===== config.mk =====
export PLATFORM = sky130hd
export DESIGN_NAME = dac_multi
export DESIGN_NICKNAME = d
export VERILOG_FILES = /design/src/rtl/dac_multi.sv
export SDC_FILE = /design/constraint.sdc
export NUM_CORES = 1
export LEC_CHECK = 0
export CAP_MARGIN = 20
export CORE_ASPECT_RATIO = 1.4
export CORE_MARGIN = 3
export CORE_UTILIZATION = 45
export DETAILED_ROUTE_END_ITERATION = 10
export PLACE_DENSITY_LB_ADDON = 0.2
export SYNTH_ARGS = -nofsm -noshare
export SYNTH_HDL_FRONTEND = slang
export SYNTH_SLANG_ARGS = --single-unit

===== constraint.sdc =====
create_clock -name clk -period 2.5 [get_ports clk]
set_input_delay 0.25 -clock clk [delete_from_list [all_inputs] [get_ports clk]]
set_output_delay 0.25 -clock clk [all_outputs]
set_load 0.01 [all_outputs]

===== src/rtl/dac_multi.sv =====
// Multi-channel 1-bit DAC: double-buffered sample frames converted per channel
// by first-order sigma-delta or PWM, selected per frame.
module dac_multi #(
    parameter int RES      = 7,
    parameter int CHANNELS = 2
) (
    input  logic                          clk,
    input  logic                          rst,
    input  logic                          mode,
    input  logic [CHANNELS*(RES+1)-1:0]   dac_in,
    input  logic                          dac_in_valid,
    output logic                          dac_in_ready,
    output logic [CHANNELS-1:0]           dac_out,
    output logic                          frame_start,
    output logic                          underrun
);

    localparam int W = RES + 1;

    typedef enum logic {
        SH_EMPTY = 1'b0,
        SH_FULL  = 1'b1
    } shadow_state_t;

    shadow_state_t             sh_state, sh_next;
    logic [RES:0]              fcnt;
    logic [CHANNELS*W-1:0]     shadow;
    logic [CHANNELS*W-1:0]     active;
    logic                      mode_act;
    logic [RES:0]              acc      [CHANNELS];
    logic [RES:0]              nxt_acc  [CHANNELS];
    logic [W:0]                sum      [CHANNELS];
    logic [RES:0]              sample   [CHANNELS];
    logic [CHANNELS-1:0]       nxt_out;
    logic                      boundary;
    logic                      xfer;
    logic                      mode_change;

    assign boundary     = (fcnt == '1);
    assign dac_in_ready = (sh_state == SH_EMPTY);
    assign xfer         = dac_in_valid && dac_in_ready;
    assign mode_change  = boundary && (mode != mode_act);

    // A full shadow cannot accept, so the boundary drain and a new load never collide.
    always_comb begin
        sh_next = sh_state;
        case (sh_state)
            SH_EMPTY: if (xfer)     sh_next = SH_FULL;
            SH_FULL:  if (boundary) sh_next = SH_EMPTY;
            default:                sh_next = SH_EMPTY;
        endcase
    end

    always_comb begin
        nxt_out = '0;
        for (int unsigned c = 0; c < CHANNELS; c++) begin
            sample[c]  = active[c*W +: W];
            sum[c]     = {1'b0, acc[c]} + {1'b0, sample[c]};
            nxt_acc[c] = acc[c];
            if (mode_act) begin
                nxt_out[c] = (fcnt < sample[c]);
            end else begin
                nxt_out[c] = sum[c][W];
                nxt_acc[c] = sum[c][RES:0];
            end
            // A new mode takes effect next frame; sigma-delta restarts from a clean accumulator.
            if (mode_change)
                nxt_acc[c] = '0;
        end
    end

    always_ff @(posedge clk) begin
        if (rst) begin
            sh_state    <= SH_EMPTY;
            fcnt        <= '0;
            shadow      <= '0;
            active      <= '0;
            mode_act    <= 1'b0;
            dac_out     <= '0;
            frame_start <= 1'b0;
            underrun    <= 1'b0;
            for (int unsigned c = 0; c < CHANNELS; c++)
                acc[c] <= '0;
        end else begin
            sh_state    <= sh_next;
            fcnt        <= fcnt + 1'b1;
            frame_start <= boundary;
            underrun    <= boundary && (sh_state == SH_EMPTY);
            dac_out     <= nxt_out;
            if (xfer)
                shadow <= dac_in;
            if (boundary && (sh_state == SH_FULL))
                active <= shadow;
            if (boundary)
                mode_act <= mode;
            for (int unsigned c = 0; c < CHANNELS; c++)
                acc[c] <= nxt_acc[c];
        end
    end

endmodule


## After elaboration in Yosys (flattened, before gate mapping)

Memories as Yosys holds them, arrays and structs flattened.
Cells that the tools add are included.

- Add/sub/neg operators: 3
- Order comparisons: 2
- Equal/unequal tests: 2
- Multiplexer cells: 14
- Bitwise operators: 3
- Reduce and logical (&&, ||, !) cells: 4

Operators by type and width:

| kind | number |
|---|---|
| 2-to-1 mux 8 bit | 6 |
| adder 8 x 8 -> 9 bit | 2 |
| less-than comparator 8 bit | 2 |
| adder 8 x 1 -> 8 bit, second input constant | 1 |
| equality test 8 bit, second input constant | 1 |
| 2-to-1 mux 1 bit | 7 |
| logical AND 1 bit | 4 |
| bitwise OR 1 bit | 2 |
| case mux 1 bit (2 select lines) | 1 |
| != test 1 bit | 1 |
| NOT 1 bit | 1 |

- Flip-flop bits (word level): 46
- Bits in writable memories: 16
- Bits of input ports: 20
- Output and inout port bits: 5
- Logic and storage cells: 37
- Memories kept: 1

Memories:

| name | depth | bits a word | read ports | clocked after memory_dff | wr ports | line | RTL |
|---|---|---|---|---|---|---|---|
| acc | 2 | 8 | 2 | 0 | 2 | 30 | `logic [RES:0] acc [CHANNELS];` |

## Logic depth before layout (Yosys ltp)

Gate-level depths: netlist of run 1.

- Depth in word-level cells: 4
- Mapped depth: 8
- Gate-level depth less buffers: 8

## Worst setup path before layout of run 1

No wires, ideal clock.

- Kind: reg2reg
- From: register active[0]
- To: memory acc[0][6] in the netlist's numbering
- Setup time: 0.086 ns
- Data arrival time: 1.684 ns
- Data required time: 2.414 ns
- Setup slack: 0.730 ns
- Cell stages (with the launch flop): 9
- Path buffers: 0
- Clock period less this slack: 1.770 ns
- Cell sequence: dfxtp_1 > ha_1 > inv_1 > fa_1 > nor2b_1 > o31a_1 > o22ai_1 > xor2_1 > a211oi_1

RTL lines:

| item | line | RTL |
|---|---|---|
| start: declaration | 28 | `logic [CHANNELS*W-1:0] active;` |
| start signal: assignment | 93 | `active <= shadow;` |
| end: declaration | 30 |  |

## Worst setup path in the final report of run 1

- From: register active[8]
- To: register dac_out[1]

- Word-level cells in the longest chain between the ends: 2
- Elaborated cells on any way between the ends: 3
- Classes of those cells: add/sub (1); order compare (1); mux (1)

RTL lines:

| item | line | RTL |
|---|---|---|
| adder 8 x 8 -> 9 bit / less-than comparator 8 bit (equally long branches) | 58, 61 |  |
| 2-to-1 mux 1 bit * | 60 | `if (mode_act) begin` |
| end signal: assignment | 89 | `dac_out <= nxt_out;` |
| end: declaration | 13 | `output logic [CHANNELS-1:0] dac_out,` |

Every way passes the cells marked *; elsewhere a longest branch is shown, timed or not.
A chain may end at the register's enable or synchronous reset.

==> results of run 1 <==
==> worst min path at each step <==
stage,startpoint,end,slack [ns],cells past startpoint
floorplan,dac_in[0],shadow[0],0.39,2
global placement,shadow[0],active[0],0.44,2
detailed placement,shadow[2],active[2],0.45,2
CTS,rst,acc[0][14],0.30,4
global route,rst,acc[0][14],0.36,4
finish,rst,acc[0][14],0.30,4
==> area by class of cell <==
type	instances	area, sq um	share of cell area [%]
inverter	22	82.6	2.16
clock inverter	6	86.3	2.26
sequential	62	1240	32.5
timing repair buffer	29	273	7.13
multi-input combinational	301	1900	49.6
tap	95	119	3.11
clock buffer	10	128	3.34
==> per-stage QoR <==
stage,total power [mW],hold WS (ns),area [sq um]
2_1_floorplan,1.12,0.386,3330
3_3_place_gp,1.17,0.440,3610
3_5_place_dp,1.17,0.447,3610
4_1_cts,2.13,0.296,3820
5_1_grt,2.20,0.362,3820
6_report,2.12,0.297,3820
==> worst max-delay path, cell delays in order (launching register included) <==
cell       delay [ns]
dfxtp_1          0.34
ha_1             0.24
inv_1            0.07
fa_1             0.23
nor2b_4          0.06
o31ai_2          0.23
a21oi_1          0.16
a2111oi_0        0.47
nor4_1           0.08
==> cell families after synthesis <==
kind of cell,after synthesis,synth area share (%)
buffers and inverters,38,5.68
muxes,3,0.903
and+or+nand+nor,163,23.2
AOI/OAI and AO/OA,96,18.5
xor gates and xnor gates,6,1.58
adders and majority gates,33,12.9
DFF,62,37.3
==> cells in the final DEF (no fill, tap or decap), types with 6 or more instances in the layout <==
cell type	Yosys	routed
clkbuf_8	0	9
clkdlybuf4s50_1	0	23
nor3_1	11	11
a21oi_2	9	9
dfxtp_1	62	62
inv_1	22	22
nor2_1	34	34
ha_1	31	31
a21oi_1	40	40
o21ai_0	15	15
nand3_1	11	11
nor2b_1	6	6
nand2_1	75	75
==> registers in the layout, summed over array words and instances (netlist names) <==
name,cells
acc,16
active,16
shadow,16
fcnt,8
dac_out,2
frame_start,1
mode_act,1
sh_state,1
underrun,1
==> per-layer routing <==
| metal | vias up | track usage, % | part of all wire, % |
|---|---|---|---|
| met5 | - | 0 | 0 |
| met4 | 0 | 7.63 | 2.1 |
| met3 | 13 | 3.43 | 2.3 |
| met2 | 40 | 32.0 | 52 |
| met1 | 1334 | 21.8 | 44 |
| li1 | 1444 | - | - |
==> power breakdown <==
part           internal [mW]  switching (mW)
Clock                  0.559           0.414
Combinational         0.0566          0.0616
Sequential              1.01          0.0160
==> results.md, run 1 <==
- Status: finished, final reports clean
- I/O Buffers: 24
- Via count: 2831
- Post-cts sizing count: 0
- Slack of the worst reg-to-reg path: 0.49 ns
- Worst slack at placement: 0.466 ns
- Routed WL per cell: 14.1 um
- DRC viols: 0
- Post-synth top area share: 37.3%
- Row cnt: 36
- CTS tree: built
- CTS HTree Levels: 3
- DIE WIDTH: 78.7 um
- Max Cap Viol: 0
- Critical path peak fanout: 3
- Final Hold Fails: 0
- Area growth syn-to-layout: 15.0%
- Synth top cells by count: nand2_1, dfxtp_1, a21oi_1
- Worst-Skew Late Latency: 0.35 ns
- Overall Global Routing Usage: 18.3%
- 1st-pass router iterations: 4
- Core area: 7070 sq um
- Number of synthesized register bits: 62
- # clock sinks: 62
- Postcts setup bufs: 0
- Final cell count without fillers: 525
- Drt total wl: 7380 um
- Io pins: 25
- Worst R2R Path Depth: 8
- Pwr dens: 553 nW/um^2
- Clock slew at reported path FFs: 0.07 ns
- Post-Synthesis Cells: 401
- RR Startpoint: active[8]
- Clk_skew: 0.00641 ns
- Placed Cells incl. Taps: 509
- Period minus WS final: 2.01 ns
- Slew Limit Headroom: 60.2%
- YS warnings: 0
- Vias in the first global route: 2550
- Syn nets: 454
- Cts hold-fix bufs: 0
- Slew Limit Fails: 0
- Pleak: 1.46 nW
- Worst EP required: 2.71 ns
- Die Footprint: 8470 sq um
- CP endpoint: dac_out[1]
- CP startpoint: active[8]
- Antenna viol nets, final: 0
- Tcrit/Tclk final: 80.6%
- Inserted Clock Buffers: 9
- HPWL after DPL: 5480 um
- Peak supply drop: 0.341 mV
- N_diodes: 0
- Largest net degree at the start of global routing: 55
- Nets@finish: 478
- HP Class: input pin to register
- # setup viols final: 0
- Startpoint Class: register
- Post-synth cell types: 57
- Drt via density: 5.39
- Tightest Pin Transition: 0.597 ns
- Worst EP arrival: 2.22 ns
- Post-layout util: 54.1%
- Post-Syn Area: 3330 sq um
- Async set or reset register ratio after synthesis: 0%
- Routability Congestion: 0.815
- # fillers: 694
- Crit path kind: register to register
- Max clock buf depth: 2
- Area leader, netlist: dfxtp_1
- CTS root buf: clkbuf_8
- Crit. End Element: register
- TNS Setup: 0 ns
- Die height: 108 um
- Drt initial violations: 165
- Antenna violations before repair: 0
- Ranking of synthesized cells by area: dfxtp_1, ha_1, nand2_1
- Initial core utilization: 47.0%
- Worst reg2reg path endpoint: dac_out[1]
- Seq/Total Area, Yosys: 37.3%
- Gr ovfl total: 0
- First-pass GRT wire length: 12100 um
- EDFF count, synth: 0
- Fmax: 496 MHz
- PnR worst setup slack: 0.486 ns
- Avg Inst Size Synth: 8.29 sq um
- Most common cell in the synthesized netlist: nand2_1
- Unrepaired setup endpoints after global routing: false
- Layout cells sized above 1: 9.77%
- Most used flip-flop cell after synthesis: dfxtp_1
No activity file was read; power rests on OpenSTA's default activity.
==> run 2: changes to the inputs <==
Clock period 2.5 ns to 2.1 ns, I/O delays scaled along.
==> run 2 against run 1 <==
  * Maximum frequency rose by 3.6%
  * Worst hold slack got worse by 0.043 ns
  * Routed wire length is 2.5% lower
  * Non-clock buffer count is 5 higher
  * Largest power group unchanged
  * Combinational power rose by 25%
  * Die area did not move
==> results.md, run 2 (synthesis results as in run 1) <==
- Startpoint Class: register
- Comb power frac: 6.3% (+0.7 points)
- 1st-pass router iterations: 5 (+1)
- Antenna viol nets, final: 0 (unchanged)
- Routed WL per cell: 13.6 um (-3.4%)
- I/O Buffers: 24 (unchanged)
- Overall Global Routing Usage: 18.8% (+0.52 points)
- Pleak: 1.47 nW (+0.51%)
- Max Cap Viol: 0 (unchanged)
- Worst EP required: 2.35 ns (-0.36 ns)
- Die height: 108 um (unchanged)
- Switch share: 25.2% (+1.9 points)
- TNS Setup: 0 ns (unchanged)
- Peak supply drop: 0.450 mV (+32%)
- Flop pwr share: 52.7% (+4.3 points)
- Io pins: 25 (unchanged)
- Clock network fraction of design power: 41.0% (-5.0 points)
- Final Hold Fails: 0 (unchanged)
- NetSw: 583 uW (+19%)
- Worst R2R Path Depth: 8 (unchanged)
- CTS root buf: clkbuf_8
- Slew Limit Fails: 0 (unchanged)
- Slew Limit Headroom: 67.6% (+7.4 points)
- Routability Congestion: 0.877 (+7.5%)
- Largest net degree at the start of global routing: 41 (-25%)
- Antenna violations before repair: 0 (unchanged)
- Postcts setup bufs: 0 (unchanged)
- Nets@finish: 483 (+1.0%)
- # clock sinks: 62 (unchanged)
- Via count: 2857 (+0.92%)
- Drt total wl: 7200 um (-2.5%)
- HPWL after DPL: 5420 um (-1.1%)
- Core area: 7070 sq um (unchanged)
- Vias in the first global route: 2643 (+3.6%)
- Die Footprint: 8470 sq um (unchanged)
- Initial core utilization: 47.0% (unchanged)
- Crit path kind: register to register
- DRC viols: 0 (unchanged)
- CTS HTree Levels: 3 (unchanged)
- First-pass GRT wire length: 12400 um (+2.1%)
- Worst EP arrival: 2.20 ns (-0.02 ns)
- Inserted Clock Buffers: 9 (unchanged)
- HP Class: input pin to register
- # fillers: 700 (+0.86%)
- Unrepaired setup endpoints after global routing: false
- Final cell count without fillers: 530 (+0.95%)
- Max clock buf depth: 2 (unchanged)
- Most common cell after layout, fill and taps aside: nand2_1
- Layout cells sized above 1: 10.8% (+1.0 points)
- N_diodes: 0 (unchanged)
- Crit. End Element: register
- DIE WIDTH: 78.7 um (unchanged)
- Placed Cells incl. Taps: 514 (+0.98%)
- Int Power: 1.73 mW (+6.7%)
- Most frequent cells in the layout: nand2_1, dfxtp_1, a21oi_1
- Area growth syn-to-layout: 15.3%
- Clk_skew: 0.00620 ns (-0.000207 ns)
- Critical path peak fanout: 3 (unchanged)
- Pwr dens: 604 nW/um^2 (+9.1%)
- Register Area: 1240 sq um (unchanged)
- Tightest Pin Transition: 0.485 ns (-0.112 ns)
- Clock slew at reported path FFs: 0.07 ns (about the same)
- Status: finished, final reports clean
- Period minus WS final: 1.95 ns (-0.0694 ns)
- Cts hold-fix bufs: 0 (unchanged)
- CTS tree: built
- Drt via density: 5.39 (about the same)
- Worst-Skew Late Latency: 0.35 ns (about the same)
- Post-cts sizing count: 0 (unchanged)
- Regs by FF count: acc x16, active x16, shadow x16
- Hold depth: 2 (-2)
- Tcrit/Tclk final: 92.6% (+12 points)
- Fmax: 514 MHz (+3.6%)
- # setup viols final: 0 (unchanged)
- Multi-input logic area: 1900 sq um (unchanged)
- Drt initial violations: 168 (+1.8%)
- Gr ovfl total: 0 (unchanged)
- Row cnt: 36 (unchanged)
## run 2: cell types whose count changed in the layout (fill, tap and decap cells not counted)
cell        change
buf_12          +1
buf_4           +4
bufinv_16       -2
clkbuf_8        +1
clkinv_4        -1
clkinvlp_4      +1
inv_6           +1
## run 2: power groups by stage
stage	combinational, mW	sequential, mW	clock [mW]
floorplan	0.0886	1.24	0
global placement	0.145	1.25	0
detailed placement	0.148	1.25	0
CTS	0.149	1.22	0.978
global route	0.167	1.22	1.02
finish	0.147	1.22	0.949
## run 2: layout make-up
cell class / count / share of cell area [%]
flip-flops and latches: 62 / 32.4
well taps: 95 / 3.10
clock inverters: 5 / 0.881
multi-input cells: 301 / 49.4
repair buffers: 34 / 8.41
inverters: 22 / 2.15
clock buffers: 11 / 3.69
## run 2: path summary, 6_finish.rpt
path	slack, ns	start	to
max reg2reg	0.15	active[0]	dac_out[0]
min	0.25	rst	active[12]
max	0.15	active[0]	dac_out[0]
min reg2reg	0.45	shadow[6]	active[6]
## run 2: per-stage QoR
stage / setup slack [ns] / total power [mW] / util [%] / hold slack [ns] / area [sq um]
after floorplan: 0.330 / 1.33 / - / 0.346 / 3330
after global placement: 0.258 / 1.39 / 51.8 / 0.439 / 3660
after detailed placement: 0.179 / 1.40 / 51.8 / 0.443 / 3660
after CTS: 0.154 / 2.35 / 54.2 / 0.243 / 3840
after global routing: 0.0108 / 2.41 / 54.2 / 0.280 / 3840
final: 0.155 / 2.32 / 54.2 / 0.254 / 3840
## run 2: critical path, cell delays in order (launching register included)
cell     delay, ns
dfxtp_1       0.35
ha_1          0.21
inv_1         0.07
fa_1          0.38
nor2b_1       0.20
o31a_1        0.19
nor2_1        0.05
o21ai_0       0.14
nor4b_1       0.26
## run 2: layer usage
layer | up-vias | wire length [um] | global-route usage [%]
met4 | 0 | 154 | 7.88
met5 | - | 0 | 0
met2 | 52 | 3640 | 32.8
met3 | 18 | 248 | 4.02
met1 | 1325 | 3160 | 22.1
li1 | 1462 | - | -
==> run 3: changes to the inputs <==
--- a/config.mk
+++ b/config.mk
@@ -7,3 +7,3 @@
 export LEC_CHECK = 0
-export CAP_MARGIN = 20
+export CAP_MARGIN = 5
 export CORE_ASPECT_RATIO = 1.4
@@ -13,2 +13,3 @@
 export PLACE_DENSITY_LB_ADDON = 0.2
+export SKIP_LAST_GASP = 1
 export SYNTH_ARGS = -nofsm -noshare
==> constraint.sdc (replaced) <==
create_clock -name clk -period 2.1 [get_ports clk]
set_input_delay 0.63 -clock clk [delete_from_list [all_inputs] [get_ports clk]]
set_output_delay 0.63 -clock clk [all_outputs]
set_load 0.01 [all_outputs]
==> run 3 against run 2 <==
  * Die area unchanged
  * Cell count down 0.19%
  * Core utilization up 0.88 points
  * Routed wire length up 0.25%
  * Combinational power up 6%
  * Sequential share of layout area down 0.52 points
  * Power up 3.6%
  * Maximum frequency down 2.8%
  * Non-clock buffer count down 1
  * Flip-flop and latch count unchanged
  * Via count down 1.2%
==> results.md, run 3 (synthesis results as in run 1) <==
- Drt via density: 5.34 (-1.0%)
- DIE WIDTH: 78.7 um (unchanged)
- Final cell count without fillers: 529 (-0.19%)
- Tightest Pin Transition: 0.515 ns (+0.0301 ns)
- Antenna viol nets, final: 0 (unchanged)
- Most common cell after layout, fill and taps aside: nand2_1
- TNS Setup: 0 ns (unchanged)
- Layout cells sized above 1: 11.8% (+0.95 points)
- Crit path kind: register to output pin
- Critical path peak fanout: 5 (+2)
- Status: finished, final reports clean
- Placed Cells incl. Taps: 512 (-0.39%)
- Inserted Clock Buffers: 9 (unchanged)
- Via count: 2823 (-1.2%)
- Drt initial violations: 91 (-46%)
- Vias in the first global route: 2716 (+2.8%)
- Flop pwr share: 50.9% (-1.8 points)
- Gr ovfl total: 0 (unchanged)
- Multi-input logic area: 1920 sq um (+1.1%)
- Pleak: 1.49 nW (+1.3%)
- # fillers: 696 (-0.57%)
- Nets@finish: 482 (-0.21%)
- Worst-Skew Late Latency: 0.33 ns (-0.02 ns)
- Unrepaired setup endpoints after global routing: false
- Slew Limit Fails: 0 (unchanged)
- HP Class: register to register
- Antenna violations before repair: 0 (unchanged)
- CTS root buf: clkbuf_8
- First-pass GRT wire length: 12300 um (-0.44%)
- Period minus WS final: 2.00 ns (+0.0566 ns)
- Post-layout util: 55.1% (+0.88 points)
- Drt total wl: 7220 um (+0.25%)
- I/O Buffers: 24 (unchanged)
- Worst EP arrival: 1.37 ns (-0.83 ns)
- Clk_skew: 0.00541 ns (-0.000789 ns)
- Peak supply drop: 0.459 mV (+2.1%)
- Clock slew at reported path FFs: 0.06 ns (about the same)
- HPWL after DPL: 5480 um (+1.2%)
- Max clock buf depth: 2 (unchanged)
- Int Power: 1.85 mW (+6.8%)
- Pwr dens: 615 nW/um^2 (+1.9%)
- Die Footprint: 8470 sq um (unchanged)
- Slew Limit Headroom: 65.6% (-2.0 points)
- Routability Congestion: 0.833 (-5.0%)
- Io pins: 25 (unchanged)
- Regs by FF count: acc x16, active x16, shadow x16
- Cts hold-fix bufs: 0 (unchanged)
- Routed WL per cell: 13.6 um (+0.44%)
- Worst EP required: 1.47 ns (-0.88 ns)
- Tcrit/Tclk final: 95.3% (+2.7 points)
- Switch share: 22.8% (-2.4 points)
- Initial core utilization: 47.0% (unchanged)
- Overall Global Routing Usage: 18.3% (-0.56 points)
- DRC viols: 0 (unchanged)
- Startpoint Class: register
- CTS HTree Levels: 3 (unchanged)
- Most frequent cells in the layout: nand2_1, dfxtp_1, a21oi_1
- NetSw: 547 uW (-6.2%)
- Area growth syn-to-layout: 17.2%
- Max Cap Viol: 0 (unchanged)
- Largest net degree at the start of global routing: 55 (+34%)
- 1st-pass router iterations: 4 (-1)
- Register Area: 1240 sq um (unchanged)
- Fmax: 500 MHz (-2.8%)
- # clock sinks: 62 (unchanged)
- N_diodes: 0 (unchanged)
- Crit. End Element: output pin
- CTS tree: built
- # setup viols final: 0 (unchanged)
- Core area: 7070 sq um (unchanged)
- Row cnt: 36 (unchanged)
- Final Hold Fails: 0 (unchanged)
- Clock network fraction of design power: 42.7% (+1.7 points)
- Comb power frac: 6.5% (+0.2 points)
- Die height: 108 um (unchanged)
-- run 3: cell types whose count changed in the layout (fill, tap and decap cells not counted), sizes merged --
cell and change:
bufinv +1, buf -1, clkinv +2, clkbuf -1, clkinvlp -1, inv -1
-- run 3: path summary, 6_finish.rpt --
check,start,to,slack [ns],cells after the start
setup reg to reg,active[0],dac_out[0],0.18,8
hold reg to reg,shadow[6],active[6],0.45,2
setup / recovery,sh_state,dac_in_ready,0.1,2
hold / removal,shadow[6],active[6],0.45,2
-- run 3: metal layers --
layer  GRT usage [%]  share of wire [%]
met1            21.5                 45
met2            32.4                 50
met3            3.43                2.6
met4            7.12                2.5
met5               0                  0
-- run 3: repair_timing --
item / in CTS / in global routing
gates resized for setup: 1 / 4
setup endpoints to repair: 1 / 3
hold endpoints to repair: 0 / 0
buffers inserted: 0 / 1
gates cloned: 0 / 0
-- run 3: worst max-delay path, stage by stage, from the launching register on --
cell and delay (ns):
dfxtp_1 0.35, inv_2 0.13, clkdlybuf4s50_1 0.56
-- run 3: power by group through the flow --
stage | Clock (mW) | Combinational (mW) | Sequential (mW)
finish | 1.02 | 0.156 | 1.22
global route | 1.10 | 0.175 | 1.22
CTS | 1.05 | 0.157 | 1.22
detailed placement | 0 | 0.157 | 1.25
global placement | 0 | 0.155 | 1.24
floorplan | 0 | 0.0886 | 1.24
-- run 3: area by class of cell --
type / count / area share (%)
Clock buffer: 10 / 3.53
Clock inverter: 6 / 1.57
Inverter: 22 / 2.12
Multi-Input combinational cell: 301 / 49.2
Sequential cell: 62 / 31.8
Tap cell: 95 / 3.05
Timing Repair Buffer: 33 / 8.73
-- run 3: metrics by stage --
stage               total power [mW]  area, sq um  worst slack [ns]  hold WS, ns
finish                          2.40         3900            0.0984        0.455
global route                    2.49         3900            0.0265        0.478
CTS                             2.42         3870            0.0549        0.459
detailed placement              1.40         3670            0.0730        0.450
global placement                1.40         3670            0.0843        0.442
floorplan                       1.33         3330             0.330        0.430
